## src/rtl/key_pkg.sv

```systemverilog
// Shared definitions for the push-button conditioner: debounce state encoding and the
// default debounce window.
package key_pkg;

    localparam logic [1:0] KS_IDLE    = 2'd0;
    localparam logic [1:0] KS_FILT_DN = 2'd1;
    localparam logic [1:0] KS_DOWN    = 2'd2;
    localparam logic [1:0] KS_FILT_UP = 2'd3;

    // 20 ms at 50 MHz
    localparam int unsigned KEY_CNT_MAX_DEF = 1000000;

    typedef enum logic [1:0] {
        KsIdle   = KS_IDLE,
        KsFiltDn = KS_FILT_DN,
        KsDown   = KS_DOWN,
        KsFiltUp = KS_FILT_UP
    } key_state_e;

endpackage

```

## src/rtl/key_pulse_gen_if.sv

```systemverilog
// Key pins in, press pulses and debounced levels out. The conditioner uses the slave
// modport; whoever drives the pins uses master.
interface key_pulse_gen_if;
    logic key_ps_n;
    logic key_rst_n;
    logic key_ps_en;
    logic key_rst_en;
    logic key_ps_level;
    logic key_rst_level;

    modport master (
        output key_ps_n, key_rst_n,
        input  key_ps_en, key_rst_en, key_ps_level, key_rst_level
    );

    modport slave (
        input  key_ps_n, key_rst_n,
        output key_ps_en, key_rst_en, key_ps_level, key_rst_level
    );
endinterface

```

## src/rtl/key_debounce_ch.sv

```systemverilog
// One key channel: two-flop synchroniser, debounce FSM with window counter, registered
// one-cycle press pulse and debounced level.
module key_debounce_ch
    import key_pkg::*;
#(
    parameter int unsigned CNT_MAX = KEY_CNT_MAX_DEF
) (
    input  logic clk,
    input  logic rst_n,
    input  logic key_n_i,
    output logic en_o,
    output logic level_o
);

    localparam int unsigned CNT_W = $clog2(CNT_MAX);
    localparam logic [CNT_W-1:0] CntLast = CNT_W'(CNT_MAX - 1);

    logic             sync1_q;
    logic             key_s_q;
    key_state_e       state_q, state_d;
    logic [CNT_W-1:0] cnt_q, cnt_d;
    logic             en_q, en_d;
    logic             level_q, level_d;

    always_ff @(posedge clk) begin
        if (!rst_n) begin
            sync1_q <= 1'b1;
            key_s_q <= 1'b1;
            state_q <= KsIdle;
            cnt_q   <= '0;
            en_q    <= 1'b0;
            level_q <= 1'b0;
        end else begin
            sync1_q <= key_n_i;
            key_s_q <= sync1_q;
            state_q <= state_d;
            cnt_q   <= cnt_d;
            en_q    <= en_d;
            level_q <= level_d;
        end
    end

    // Counter is cleared on every state change, so it never exceeds CntLast.
    always_comb begin
        state_d = state_q;
        cnt_d   = cnt_q;
        en_d    = 1'b0;
        unique case (state_q)
            KsIdle: begin
                if (!key_s_q) begin
                    state_d = KsFiltDn;
                    cnt_d   = '0;
                end
            end
            KsFiltDn: begin
                if (key_s_q) begin
                    state_d = KsIdle;
                    cnt_d   = '0;
                end else if (cnt_q == CntLast) begin
                    state_d = KsDown;
                    cnt_d   = '0;
                    en_d    = 1'b1;
                end else begin
                    cnt_d = cnt_q + CNT_W'(1);
                end
            end
            KsDown: begin
                if (key_s_q) begin
                    state_d = KsFiltUp;
                    cnt_d   = '0;
                end
            end
            KsFiltUp: begin
                if (!key_s_q) begin
                    state_d = KsDown;
                    cnt_d   = '0;
                end else if (cnt_q == CntLast) begin
                    state_d = KsIdle;
                    cnt_d   = '0;
                end else begin
                    cnt_d = cnt_q + CNT_W'(1);
                end
            end
            default: begin
                state_d = KsIdle;
                cnt_d   = '0;
            end
        endcase
        level_d = (state_d == KsDown) || (state_d == KsFiltUp);
    end

    assign en_o    = en_q;
    assign level_o = level_q;

endmodule

```

## src/rtl/key_pulse_gen.sv

```systemverilog
// Stopwatch push-button front end: debounces pause/start and reset keys into press pulses.
// Define KEY_RST_PRIORITY_EN to suppress pause pulses while the reset key is held or firing.
module key_pulse_gen
    import key_pkg::*;
#(
    parameter int unsigned CNT_MAX = KEY_CNT_MAX_DEF
) (
    input  logic            clk,
    input  logic            rst_n,
    key_pulse_gen_if.slave  bus
);

    logic ps_en;
    logic ps_level;
    logic rst_en;
    logic rst_level;

    key_debounce_ch #(
        .CNT_MAX (CNT_MAX)
    ) u_ps_ch (
        .clk     (clk),
        .rst_n   (rst_n),
        .key_n_i (bus.key_ps_n),
        .en_o    (ps_en),
        .level_o (ps_level)
    );

    key_debounce_ch #(
        .CNT_MAX (CNT_MAX)
    ) u_rst_ch (
        .clk     (clk),
        .rst_n   (rst_n),
        .key_n_i (bus.key_rst_n),
        .en_o    (rst_en),
        .level_o (rst_level)
    );

`ifdef KEY_RST_PRIORITY_EN
    // rst_level is high exactly when the reset channel is in DOWN or FILT_UP.
    assign bus.key_ps_en = ps_en & ~(rst_level | rst_en);
`else
    assign bus.key_ps_en = ps_en;
`endif
    assign bus.key_rst_en    = rst_en;
    assign bus.key_ps_level  = ps_level;
    assign bus.key_rst_level = rst_level;

endmodule

```

## src/flat_wrapper.sv

```systemverilog
// flat-port wrapper written by rule: the top's interface ports become plain ports
module key_pulse_gen_flat import key_pkg::*;
#(
    parameter int unsigned CNT_MAX = KEY_CNT_MAX_DEF
)
  (clk, rst_n, bus_key_ps_n, bus_key_rst_n, bus_key_ps_en, bus_key_rst_en, bus_key_ps_level, bus_key_rst_level);
  key_pulse_gen_if bus_i ();
  input  logic clk;
  input  logic rst_n;
  input wire logic [$bits(bus_i.key_ps_n)-1:0] bus_key_ps_n;
  input wire logic [$bits(bus_i.key_rst_n)-1:0] bus_key_rst_n;
  output wire logic [$bits(bus_i.key_ps_en)-1:0] bus_key_ps_en;
  output wire logic [$bits(bus_i.key_rst_en)-1:0] bus_key_rst_en;
  output wire logic [$bits(bus_i.key_ps_level)-1:0] bus_key_ps_level;
  output wire logic [$bits(bus_i.key_rst_level)-1:0] bus_key_rst_level;
  assign bus_i.key_ps_n = bus_key_ps_n;
  assign bus_i.key_rst_n = bus_key_rst_n;
  assign bus_key_ps_en = bus_i.key_ps_en;
  assign bus_key_rst_en = bus_i.key_rst_en;
  assign bus_key_ps_level = bus_i.key_ps_level;
  assign bus_key_rst_level = bus_i.key_rst_level;
  key_pulse_gen #(.CNT_MAX(CNT_MAX)) u_core (.clk(clk), .rst_n(rst_n), .bus(bus_i));
endmodule
```

## config.mk

```make
export PLATFORM = sky130hd
export DESIGN_NAME = key_pulse_gen_flat
export DESIGN_NICKNAME = d
export VERILOG_FILES = /design/src/rtl/key_pkg.sv /design/src/rtl/key_pulse_gen_if.sv /design/src/rtl/key_debounce_ch.sv /design/src/rtl/key_pulse_gen.sv /design/src/flat_wrapper.sv
export SDC_FILE = /design/constraint.sdc
export NUM_CORES = 1
export LEC_CHECK = 0
export BUFFER_PORTS_ARGS = -buffer_cell sky130_fd_sc_hd__buf_2
export CAP_MARGIN = 20
export CORE_ASPECT_RATIO = 0.8
export CORE_MARGIN = 5
export CORE_UTILIZATION = 45
export DETAILED_ROUTE_END_ITERATION = 8
export SYNTH_ARGS = -nofsm -noshare
export SYNTH_HDL_FRONTEND = slang
export SYNTH_SLANG_ARGS = --single-unit
```

## constraint.sdc

```tcl
create_clock -name clk -period 2.2 [get_ports clk]
set_clock_uncertainty 0.1 [all_clocks]
set_input_delay 0.44 -clock clk [delete_from_list [all_inputs] [get_ports clk]]
set_output_delay 0.44 -clock clk [all_outputs]
set_load 0.02 [all_outputs]
```

==> results.md <==
* Vias in the first global route at 1692
* Final Cell Area at 0.00279 mm²
* Post-CTS Hold Buffers at 0
* Clock slew at reported path FFs at around 90 ps
* Largest net degree at the start of global routing at 20
* Net switching power at approximately 340 µW
* Routed WL per cell at 13.5 µm
* Max H-tree Level at 2
* Critical Path RT at 2290 ps
* Area share of the largest cell type after synthesis at 0.422
* Achievable Freq at 480 MHz
* Post CTS Setup Buffer Count at 0
* IO Count at 8
* Cell area power density at 557 mW/mm²
* Routed wire length at 5.01 mm
* Main area contributors after synthesis: dfxtp_1 (42%), xnor2_1 (5.3%), nand2_1 (5.0%)
* Asr flop ratio synth at 0
* CP endpoint kind: flop
* Setup TNS at 0 ps
* Pint at 1220 µW
* Area Growth Syn to Fin at 12.9%
* Total Routing Usage GR at 0.143
* Largest area contributor in the netlist: dfxtp_1
* GR Overflow Total at 0
* Power share of the clock group at 0.359
* Seq pwr share at 0.610
* Die W at 92.8 µm
* Final Hold Fails at 0
* Fin. max-slew vios at 0
* Critical path launch point type: flop
* #FFs+latches synth at 52
* Sequential cell area at 0.00104 mm²
* Power share of the combinational group at 0.031
* Register area share after synthesis at 0.422
* Area taken by multi-input logic gates at 0.00139 mm²
* Fillers at 495
* Most frequent cells in the layout: dfxtp_1 (52), nand2_1 (33), nor2_1 (22)
* Post-route DRC at 0
* Initial drt markers at 126
* Die area at 0.00707 mm²
* Top_reg_cell synth: dfxtp_1
* Routability Congestion at 0.834
* Commonest non-fill, non-tap cell in the layout: dfxtp_1
* Syn Area/Cell at 8.78 µm²
* Netlist cell types at 46
* DR vias/cell at 5.56
* Port bufs at 7
* Final nets at roughly 310
* Final min period at 2080 ps
* Slew @ Worst Pin at between 600 and 700 ps
* RSZ-0062 raised after global routing: yes
* # rows at 24
* Post-DP HPWL at 3.63 mm
* Sw Ratio at 0.216
* N_diodes at 0
* Max Cap Viol at 0
* Num CTS Buffers at 5
* Router iterations before antenna repair at 4
* PostCTS Resize Cnt at 0
* Total vias in the final route at 2063
* Total power at approximately 1600 µW
* Share of post-route cells with drive strength above 1 at 0.134
* Core ar. at about 0.0054 mm²
* Final setup vio count at 0
* Yosys warns at 0
* VDD IR max at 0.357 mV
* CTS Buffer Depth at 2
* CP Max Fanout at 12
* Post-Syn Nets at ~290
* Global-route wire length before repair at around 8.3 mm
* Final period util at 0.947
* DIE HEIGHT at 76.2 µm
* Worst Path Arrival at 2170 ps
* Pleak at about 0.00094 µW
* Detail Route Antenna Nets at 0
* Hold Crit Class: in -> reg
* Syn Inst Count at about 280
* Status: finished, final reports clean
* Initial antenna violation count at 0
* Dpl cell area at between 0.002 and 0.003 mm²
* Post-synth EDFFs at 0
* Starting Density at 0.459
* Synthesized area at between 0.002 and 0.0025 mm²
* Fin util at 0.518
* Worst-Skew Late Latency at 300 ps
* CTS tree: done
* Slew headroom at 0.593
* CTS sink cnt at 52
* Root buffer cell: clkbuf_8
* Critical path type: reg -> reg
-- path summary, 6_finish.rpt --
| check | startpoint | end | slack [ps] | cells after the start |
|---|---|---|---|---|
| worst min register to register | u_core.u_ps_ch.sync1_q | u_core.u_ps_ch.key_s_q | 310 | 1 |
| worst min-delay path | bus_key_ps_n | u_core.u_ps_ch.sync1_q | 220 | 2 |
| worst max register to register | u_core.u_rst_ch.cnt_q[10] | u_core.u_rst_ch.cnt_q[13] | 120 | 5 |
| worst max-delay path | u_core.u_rst_ch.cnt_q[10] | u_core.u_rst_ch.cnt_q[13] | 120 | 5 |
-- final cells by class --
class / instances / area share
clock buffers: 7 / 0.0310
inverters: 4 / 0.00539
multi-input cells: 218 / 0.500
flip-flops and latches: 52 / 0.374
repair buffers: 24 / 0.0584
clock inverters: 1 / 0.00269
well taps: 65 / 0.0292
-- Yosys cell counts, types with 5 or more instances --
master	count
mux2i_1	5
nand2b_1	6
and4_1	5
nor2_1	22
nand2_1	33
a31oi_1	17
clkbuf_1	5
xnor2_1	15
a21oi_1	8
nor3_1	5
and3_1	10
nor4_1	5
nor2b_1	5
dfxtp_1	52
o21ai_0	7
a22o_1	6
and2_1	8
nand3_1	19
-- worst max-delay path, stage by stage (launching register included) --
cell,delay [ps]
dfxtp_1,350
or4b_4,550
nor4b_4,380
a21oi_2,230
nor2_4,260
nor2_1,90
-- power groups by stage --
stage | logic (µW) | registers, µW | clock network, µW
floorplan | 33.0 | 969 | 0
detailed placement | 48.0 | 970 | 0
global placement | 48.5 | 970 | 0
global route | 53.7 | 949 | 638
finish | 48.1 | 948 | 557
CTS | 48.2 | 948 | 585
-- stage by stage --
step	instances	hold WS, ps	setup WS (ps)
after CTS	371	206	80.2
after global placement	363	290	134
after floorplan	281	286	231
final	371	218	117
after global routing	371	213	-14.0
after detailed placement	363	293	102
-- routing by layer --
| metal | up-vias | share of wire | GRT usage | wire length [µm] |
|---|---|---|---|---|
| met4 | 0 | 0.0036 | 0.0351 | 18 |
| met2 | 37 | 0.37 | 0.170 | 1860 |
| met5 | - | 0 | 0 | 0 |
| li1 | 1080 | - | - | - |
| met3 | 2 | 0.039 | 0.0415 | 197 |
| met1 | 944 | 0.59 | 0.240 | 2930 |
-- state kept, by name, indices dropped and copies added, names as in the netlist --
| name | cells |
|---|---|
| u_core.u_ps_ch.sync1_q | 1 |
| u_core.u_ps_ch.cnt_q | 20 |
| u_core.u_ps_ch.en_o | 1 |
| u_core.u_ps_ch.level_o | 1 |
| u_core.u_rst_ch.key_s_q | 1 |
| u_core.u_rst_ch.cnt_q | 20 |
| u_core.u_ps_ch.key_s_q | 1 |
| u_core.u_rst_ch.state_q | 2 |
| u_core.u_rst_ch.en_o | 1 |
| u_core.u_ps_ch.state_q | 2 |
| u_core.u_rst_ch.level_o | 1 |
| u_core.u_rst_ch.sync1_q | 1 |
-- cell families (layout without fill, tap and decap cells) --
group / Yosys count / in the layout / synth area share
adders and majority gates: 2 / 2 / 0.0101
DFF: 52 / 52 / 0.422
muxes: 5 / 5 / 0.0203
buffers and inverters: 11 / 36 / 0.0177
xor gates and xnor gates: 18 / 18 / 0.0639
AOI/OAI and AO/OA: 57 / 57 / 0.158
and+or+nand+nor: 136 / 136 / 0.308
Power figures use the tool's default switching activity.
